===== config.mk =====
export PLATFORM = sky130hd
export DESIGN_NAME = tx_flat
export DESIGN_NICKNAME = d
export VERILOG_FILES = /design/src/rtl/tx_pkg.sv /design/src/rtl/tx_if.sv /design/src/rtl/tx_baud_cnt.sv /design/src/rtl/tx.sv /design/src/flat_wrapper.sv
export SDC_FILE = /design/constraint.sdc
export NUM_CORES = 1
export LEC_CHECK = 0
export CAP_MARGIN = 20
export CORE_MARGIN = 2
export CORE_UTILIZATION = 24
export CTS_BUF_LIST = sky130_fd_sc_hd__clkbuf_4 sky130_fd_sc_hd__clkbuf_8 sky130_fd_sc_hd__clkbuf_16
export CTS_CLUSTER_SIZE = 10
export DETAILED_ROUTE_END_ITERATION = 10
export PLACE_DENSITY_LB_ADDON = 0.12
export RECOVER_POWER = 50
export SKIP_CTS_REPAIR_TIMING = 1
export SLEW_MARGIN = 20
export SYNTH_ARGS = -nofsm -noshare
export SYNTH_HDL_FRONTEND = slang
export SYNTH_SLANG_ARGS = --single-unit
export TNS_END_PERCENT = 1

===== constraint.sdc =====
create_clock -name clk -period 1.9 [get_ports clk]
set_clock_uncertainty 0.15 [all_clocks]
set_input_delay 0.19 -clock clk [delete_from_list [all_inputs] [get_ports clk]]
set_output_delay 0.19 -clock clk [all_outputs]
set_load 0.05 [all_outputs]

===== src/rtl/tx_pkg.sv =====
// Shared UART definitions: line levels, frame defaults and transmitter states.
package tx_pkg;

  localparam int unsigned CLKS_PER_BIT_DEF = 8;
  localparam int unsigned DATA_W_DEF       = 8;

  localparam logic START_BIT = 1'b0;
  localparam logic STOP_BIT  = 1'b1;

  typedef enum logic [1:0] {
    ST_IDLE  = 2'd0,
    ST_START = 2'd1,
    ST_DATA  = 2'd2,
    ST_STOP  = 2'd3
  } tx_state_e;

endpackage


===== src/rtl/tx_if.sv =====
// Parallel byte handshake into the serial transmitter.
interface tx_if #(
  parameter int unsigned DATA_W = 8
) ();

  logic [DATA_W-1:0] tx_pi;
  logic              tx_data_valid;
  logic              tx_ready;

  modport master (
    output tx_pi,
    output tx_data_valid,
    input  tx_ready
  );

  modport slave (
    input  tx_pi,
    input  tx_data_valid,
    output tx_ready
  );

endinterface


===== src/rtl/tx_baud_cnt.sv =====
// Divide-by-CLKS_PER_BIT bit timer with synchronous clear; bit_end marks the last clock of a bit.
module tx_baud_cnt #(
  parameter int unsigned CLKS_PER_BIT = 8
) (
  input  logic clk,
  input  logic rst_n,
  input  logic clear,
  output logic bit_end
);

  localparam int unsigned         CNT_W = $clog2(CLKS_PER_BIT);
  localparam logic [CNT_W-1:0]    LAST  = CNT_W'(CLKS_PER_BIT - 1);

  logic [CNT_W-1:0] cnt;

  assign bit_end = ~clear & (cnt == LAST);

  always_ff @(posedge clk or negedge rst_n) begin
    if (!rst_n) begin
      cnt <= '0;
    end else if (clear || cnt == LAST) begin
      cnt <= '0;
    end else begin
      cnt <= cnt + 1'b1;
    end
  end

endmodule


===== src/rtl/tx.sv =====
// 8N1 serial transmitter with a one-entry holding register for gapless back-to-back frames.
module tx
  import tx_pkg::*;
#(
  parameter int unsigned CLKS_PER_BIT = CLKS_PER_BIT_DEF,
  parameter int unsigned DATA_W       = DATA_W_DEF
) (
  input  logic clk,
  input  logic rst_n,
  input  logic en,
  tx_if.slave  bus,
  output logic tx_so,
  output logic tx_busy,
  output logic tx_done
);

  localparam int unsigned BIT_W = (DATA_W > 1) ? $clog2(DATA_W) : 1;

  tx_state_e         state, state_next;
  logic              hold_full, hold_full_next;
  logic [DATA_W-1:0] hold, hold_next;
  logic [DATA_W-1:0] shift, shift_next;
  logic [BIT_W-1:0]  bit_cnt, bit_cnt_next;
  logic              so_next, done_next;
  logic              accept, bit_end, baud_clear, load_frame;

  assign bus.tx_ready = en & ~hold_full;
  assign accept       = bus.tx_data_valid & bus.tx_ready;
  assign tx_busy      = (state != ST_IDLE);
  assign baud_clear   = (state == ST_IDLE);

  tx_baud_cnt #(
    .CLKS_PER_BIT(CLKS_PER_BIT)
  ) u_baud (
    .clk     (clk),
    .rst_n   (rst_n),
    .clear   (baud_clear),
    .bit_end (bit_end)
  );

  always_comb begin
    state_next     = state;
    shift_next     = shift;
    bit_cnt_next   = bit_cnt;
    so_next        = tx_so;
    done_next      = 1'b0;
    load_frame     = 1'b0;
    hold_next      = hold;
    hold_full_next = hold_full;

    case (state)
      ST_IDLE: begin
        if (en && hold_full) load_frame = 1'b1;
      end
      ST_START: begin
        if (bit_end) begin
          state_next = ST_DATA;
          so_next    = shift[0];
        end
      end
      ST_DATA: begin
        if (bit_end) begin
          if (bit_cnt == BIT_W'(DATA_W - 1)) begin
            state_next   = ST_STOP;
            so_next      = STOP_BIT;
            bit_cnt_next = '0;
          end else begin
            shift_next   = shift >> 1;
            bit_cnt_next = bit_cnt + 1'b1;
            so_next      = shift_next[0];
          end
        end
      end
      ST_STOP: begin
        if (bit_end) begin
          done_next = 1'b1;
          if (en && hold_full) begin
            load_frame = 1'b1;
          end else begin
            state_next = ST_IDLE;
            so_next    = STOP_BIT;
          end
        end
      end
      default: state_next = ST_IDLE;
    endcase

    // Shared by IDLE and end-of-stop so chained frames start without an idle cycle.
    if (load_frame) begin
      state_next     = ST_START;
      shift_next     = hold;
      bit_cnt_next   = '0;
      so_next        = START_BIT;
      hold_full_next = 1'b0;
    end

    // Acceptance needs hold_full==0 pre-edge, so it never collides with a transfer.
    if (accept) begin
      hold_full_next = 1'b1;
      hold_next      = bus.tx_pi;
    end
  end

  always_ff @(posedge clk or negedge rst_n) begin
    if (!rst_n) begin
      state     <= ST_IDLE;
      hold_full <= 1'b0;
      hold      <= '0;
      shift     <= '0;
      bit_cnt   <= '0;
      tx_so     <= STOP_BIT;
      tx_done   <= 1'b0;
    end else begin
      state     <= state_next;
      hold_full <= hold_full_next;
      hold      <= hold_next;
      shift     <= shift_next;
      bit_cnt   <= bit_cnt_next;
      tx_so     <= so_next;
      tx_done   <= done_next;
    end
  end

endmodule


===== src/flat_wrapper.sv =====
// flat-port wrapper written by rule: the top's interface ports become plain ports
module tx_flat import tx_pkg::*;
#(
  parameter int unsigned CLKS_PER_BIT = CLKS_PER_BIT_DEF,
  parameter int unsigned DATA_W       = DATA_W_DEF
)
  (clk, rst_n, en, tx_so, tx_busy, tx_done, bus_tx_pi, bus_tx_data_valid, bus_tx_ready);
  tx_if #(.DATA_W(DATA_W)) bus_i ();
  input  logic clk;
  input  logic rst_n;
  input  logic en;
  output logic tx_so;
  output logic tx_busy;
  output logic tx_done;
  input wire logic [$bits(bus_i.tx_pi)-1:0] bus_tx_pi;
  input wire logic [$bits(bus_i.tx_data_valid)-1:0] bus_tx_data_valid;
  output wire logic [$bits(bus_i.tx_ready)-1:0] bus_tx_ready;
  assign bus_i.tx_pi = bus_tx_pi;
  assign bus_i.tx_data_valid = bus_tx_data_valid;
  assign bus_tx_ready = bus_i.tx_ready;
  tx #(.CLKS_PER_BIT(CLKS_PER_BIT), .DATA_W(DATA_W)) u_core (.clk(clk), .rst_n(rst_n), .en(en), .bus(bus_i), .tx_so(tx_so), .tx_busy(tx_busy), .tx_done(tx_done));
endmodule

# Word-level counts from Yosys, hierarchy flattened
# Index checks and enable logic that the tools add are counted.
# totals
regBits	27
output_inout_bits	4
# classes
add_sub_neg	2
n_eq_ne	11
muxes	30
n_bitwise	5
reduce_logical	12
# op_table
cell	count
8-bit 2-to-1 mux	4
3-bit 2-to-1 mux	5
1-bit 2-to-1 mux	12
2-bit 2-to-1 mux	6
3-bit by 1-bit inequality test with 1-bit output (second input constant)	4
2-bit nonzero test	4
3-bit by 1-bit adder with 3-bit output (second input constant)	2
3-bit equality test (second input constant)	2
2-bit one-hot mux with 3 select lines	1
6-bit AND reduction	1
5-bit AND reduction	1
2-bit equality test (second input constant)	2
4-bit nonzero test	1
1-bit bitwise AND	3
3-bit by 2-bit inequality test with 1-bit output (second input constant)	1
1-bit one-hot mux with 3 select lines	1
3-bit AND reduction	1
2-bit by 1-bit equality test with 1-bit output (second input constant)	1
2-bit zero test	1
2-bit by 1-bit inequality test with 1-bit output (second input constant)	1
1-bit inverter	2
1-bit one-hot mux with 2 select lines	1
2-bit AND reduction	1
1-bit logical AND	1
1-bit logical OR	1

# Logic depth before layout (Yosys ltp)
# depth
depth_word	7
depth_mapped	7
depth_no_buf	6

# By module
# Synthesis repeated with hierarchy kept, for this count alone.
# hier_totals
hier_cells	103
area_unflattened_um2	1333.8
# modules_own_cells
module	n_inst	cells_per_inst	area_each_um2	seq_area_each_um2
tx	1	94	1207.4	601.8
tx_baud_cnt	1	9	126.4	75.1

# Worst setup path after synthesis
# No wires, ideal clock.
# synth_path
path_kind	register to register
start	register u_core.hold_full
end	register u_core.hold[0]
t_arrival_ns	1.856
required_time_ns	1.625
slack_ns	-0.230
stages_incl_launch_ff	4
n_path_buf	0
cell_sequence	dfrtp_1 nor2b_1 nand2_1 mux2_2
# synth_between
elab_chain_len	3
# synth_lines
item	line	source
start: declaration	tx.sv:20	logic hold_full, hold_full_next;
start signal: assignment	tx.sv:115	hold_full <= hold_full_next;
1-bit inverter	tx.sv:27	assign bus.tx_ready = en & ~hold_full;
1-bit bitwise AND	tx.sv:27	
net bus_tx_ready	flat_wrapper.sv:17	output wire logic [$bits(bus_i.tx_ready)-1:0] bus_tx_ready;
1-bit bitwise AND	tx.sv:28	assign accept = bus.tx_data_valid & bus.tx_ready;
end signal: assignment	tx.sv:116	hold <= hold_next;
end: declaration	tx.sv:21	logic [DATA_W-1:0] hold, hold_next;
# The timed path passes the listed nets, and every way through them passes these cells.
# A chain may end at the register's enable or synchronous reset.

# Final worst setup path
# layout_path
start	register u_core.state[0]
end	register u_core.shift[5]
# layout_between
elab_chain_len	7
# layout_lines
item	line	source
start: declaration	tx.sv:19	tx_state_e state, state_next;
start signal: assignment	tx.sv:114	state <= state_next;
2-bit zero test	tx.sv:30, tx.sv:51	
1-bit inverter	tx_baud_cnt.sv:16	assign bit_end = ~clear & (cnt == LAST);
1-bit bitwise AND	tx_baud_cnt.sv:16	
1-bit 2-to-1 mux	tx.sv:75	if (bit_end) begin
1-bit one-hot mux with 2 select lines	tx.sv:51	case (state)
2-bit by 1-bit inequality test with 1-bit output (no source line) / 2-bit nonzero test (equally long branches)	-	
3-bit AND reduction (no source line)	-	
end signal: assignment	tx.sv:117	shift <= shift_next;
end: declaration	tx.sv:22	logic [DATA_W-1:0] shift, shift_next;
# Several ways; a longest one is shown, not always the timed one.

==> metrics.md <==
| Metric | Value |
|---|---|
| Outcome | finished, final reports clean |
| CTS Root Cell | clkbuf_8 |
| Initial Util | between 20% and 30% |
| Max Clk Rate | around 540 MHz |
| Most common cell in the netlist | dfrtp_1 |
| IR drop worst, VDD | 674 uV |
| Power Total | ~3 mW |
| Fill cell count | about 560 |
| Worst setup EP type | flop |
| Vias in the first global route | 1149 |
| Ports | 16 |
| Pwr Density | 1520 nW/um^2 |
| Die ar. | around 6300 um^2 |
| Total grt overflow | 0 |
| Inserted Diodes | 0 |
| Syn-to-layout area delta | 45.2% |
| Count of yosys warnings during synthesis | 0 |
| Area contributors post-synth | dfrtp_1 48%, ha_1 10%, mux2_2 6.6%, nand2_1 6.1%, nor2_1 3.9% |
| Final std cells w/o fill | 238 |
| Average size of a mapped cell | roughly 11 um^2 |
| CTS sink count | 27 |
| Global-route wire length before repair | between 5 and 6 mm |
| Post-synthesis cell type count | 28 |
| Cell Area, Synth | ~1400 um^2 |
| GR Util All Layers | 11.0% |
| Final Setup Violations | 0 |
| Share of layout cells above drive strength 1 | around two fifths |
| Setup slack, reg-to-reg | just over 40 ps |
| Core area | 5510 um^2 |
| H-tree levels | 1 |
| Min-Delay Endpoint | u_core.u_baud.cnt[0]$_DFF_PN0_ |
| Routability cong. | between 0.7 and 0.8 |
| Largest net degree at the start of global routing | 28 |
| Post-synth top flop | dfrtp_1 |
| WS Path Type | flop to flop |
| Hold path cells | 1 |
| Drt first pass iters | 6 |
| Reg2Reg Depth | 8 |
| Crit path launch type | flop |
| CTS tree | built |
| Routed WL | 3.31 mm |
| Detailed Place HPWL | ~2.2 mm |
| Slew margin rel. | between 50 and 60% |
| Seq/Total Area, Yosys | 49.7% |
| Crit share post-route | between 90 and 100% |
| Detailed router's first-iteration violation count | 42 |
| Wire length per cell | 13.9 um |
| CP required | between 1500 and 2000 ps |
| Post-Syn Instances | between 100 and 150 |
| Number of remaining DRC errors | 0 |
| Die width | between 70 and 80 um |
| Worst-Skew Late Latency | roughly 280 ps |
| Vias post-DR | 1076 |
| Deepest clock path buffer count | 2 |
| Post-synth top area share | between 40% and 50% |
| Worst R2R End | u_core.shift[5]$_DFFE_PN0P_ |
| RSZ-0062 raised after global routing | true |
| Number of flops mapped to enable cells by yosys | 0 |
| Post-layout min period | ~1900 ps |
| Hold Fails Final Rpt | 0 |
| Leak | just under 0.9 nW |
| Count of final max-slew check failures | 0 |
| Most common library cells after synthesis | 26 x dfrtp_1, 22 x nand2_1, 14 x nor2_1 |
| Post-synth top area cell | dfrtp_1 |
| Crit path max fanout | 8 |
| Clock transition at path regs | 100 ps |
| Syn nets | 152 |
| Least-Margin Pin Slew | around 700 ps |
| Final Net Count | 190 |
| Crit path arrival time | ~1900 ps |
| Post-DRT Antenna Nets | 0 |
| Cell row count | 27 |
| Vias per inst | approximately 4.5 |
| Max Cap Viol | 0 |
| Inst Count DP | 230 |
| Initial antenna violation count | 0 |
| CTS buffer count | 3 |
| I/O Buffers | 15 |
| Min-delay src | u_core.u_baud.cnt[0]$_DFF_PN0_ |
| Die Height | around 79 um |
| Flops & latches, synth | 27 |
| RR Startpoint | u_core.state[0]$_DFFE_PN0P_ |
| Async set-reset flop share out of synthesis | 100% |
| Type of the worst min-delay path | flop to flop |
[kinds of logic after synthesis]
group                    Yosys count  share of synthesized area [%]
flip-flops                        27                           49.7
buffers and inverters              9                           3.67
adder cells (fa/ha/maj)           11                           10.1
AO/OA/AOI/OAI                     20                           10.6
multiplexers                      10                           8.08
AND/OR/NAND/NOR                   52                           17.9
[per-stage QoR]
stage | utilization, % | hold WS, ps | area, um^2 | setup slack, ps | setup TNS [ps]
3_3_place_gp | 32.0 | 274 | 1760 | -32.6 | -36.2
5_1_grt | 35.9 | 341 | 1980 | -75.5 | -600
2_1_floorplan | - | -256 | 1370 | -62.9 | -114
4_1_cts | 32.8 | 158 | 1810 | -88.2 | -504
6_report | 35.9 | 302 | 1980 | 40.7 | 0
3_5_place_dp | 32.0 | 285 | 1760 | -62.8 | -165
[registers in the layout, indices dropped and copies added, names as in the netlist]
signal             flops
u_core.bit_cnt         3
u_core.u_baud.cnt      3
u_core.hold_full       1
u_core.state           2
u_core.tx_done         1
u_core.shift           8
u_core.hold            8
u_core.tx_so           1
[report_power, final]
group / switching [mW] / internal [mW] / leakage, nW
Sequential: 0.171 / 0.829 / 0.325
Combinational: 0.793 / 0.880 / 0.517
Clock: 0.185 / 0.147 / 0.0255
[worst max path at each step]
stage / from / endpoint / slack, ps
6_report: u_core.state[0]$_DFFE_PN0P_ / u_core.shift[5]$_DFFE_PN0P_ / 40
5_1_grt: u_core.state[0]$_DFFE_PN0P_ / u_core.shift[1]$_DFFE_PN0P_ / -80
4_1_cts: u_core.state[0]$_DFFE_PN0P_ / u_core.state[0]$_DFFE_PN0P_ / -90
3_5_place_dp: u_core.state[0]$_DFFE_PN0P_ / u_core.state[0]$_DFFE_PN0P_ / -60
3_3_place_gp: u_core.state[0]$_DFFE_PN0P_ / u_core.state[0]$_DFFE_PN0P_ / -30
2_1_floorplan: u_core.state[0]$_DFFE_PN0P_ / u_core.state[0]$_DFFE_PN0P_ / -60
[cell type report]
class,count,area [um^2],share of cell area (%)
Clock buffer,3,41.3,2.09
Clock inverter,1,5.00,0.253
Inverter,6,22.5,1.14
Multi-Input combinational cell,93,768,38.8
Sequential cell,27,678,34.3
Tap cell,72,90.1,4.55
Timing Repair Buffer,36,373,18.8
[cell usage in the layout (no fill, tap or decap), types with 2 or more instances in the layout]
| master | synthesis | routed |
|---|---|---|
| a211oi_2 | 0 | 3 |
| a21oi_1 | 2 | 2 |
| a31oi_1 | 7 | 6 |
| buf_12 | 0 | 4 |
| buf_4 | 0 | 16 |
| buf_6 | 2 | 2 |
| clkbuf_8 | 0 | 3 |
| clkdlybuf4s50_1 | 0 | 11 |
| dfrtp_1 | 26 | 25 |
| ha_1 | 11 | 4 |
| ha_2 | 0 | 3 |
| ha_4 | 0 | 4 |
| inv_1 | 6 | 4 |
| inv_2 | 0 | 2 |
| mux2_2 | 8 | 8 |
| mux2i_1 | 2 | 2 |
| nand2_1 | 22 | 19 |
| nand2_2 | 0 | 3 |
| nor2_1 | 14 | 11 |
| nor2_2 | 0 | 2 |
| nor3_1 | 5 | 4 |
| nor3b_1 | 2 | 2 |
| o21ai_1 | 0 | 2 |
| or3_4 | 1 | 2 |
[metal layers]
layer / track usage [%] / wire [um]
met1: 13.4 / 1430
met2: 19.2 / 1750
met3: 2.27 / 100
met4: 3.62 / 34
met5: 0 / 0
[critical path: stages (launching register included)]
cell and delay (ps):
dfrtp_1 430, inv_2 100, ha_4 200, buf_6 120
nand3b_1 220, o32ai_4 170, clkbuf_16 220, nor2_4 40
a31oi_2 150
Power figures use the tool's default switching activity.
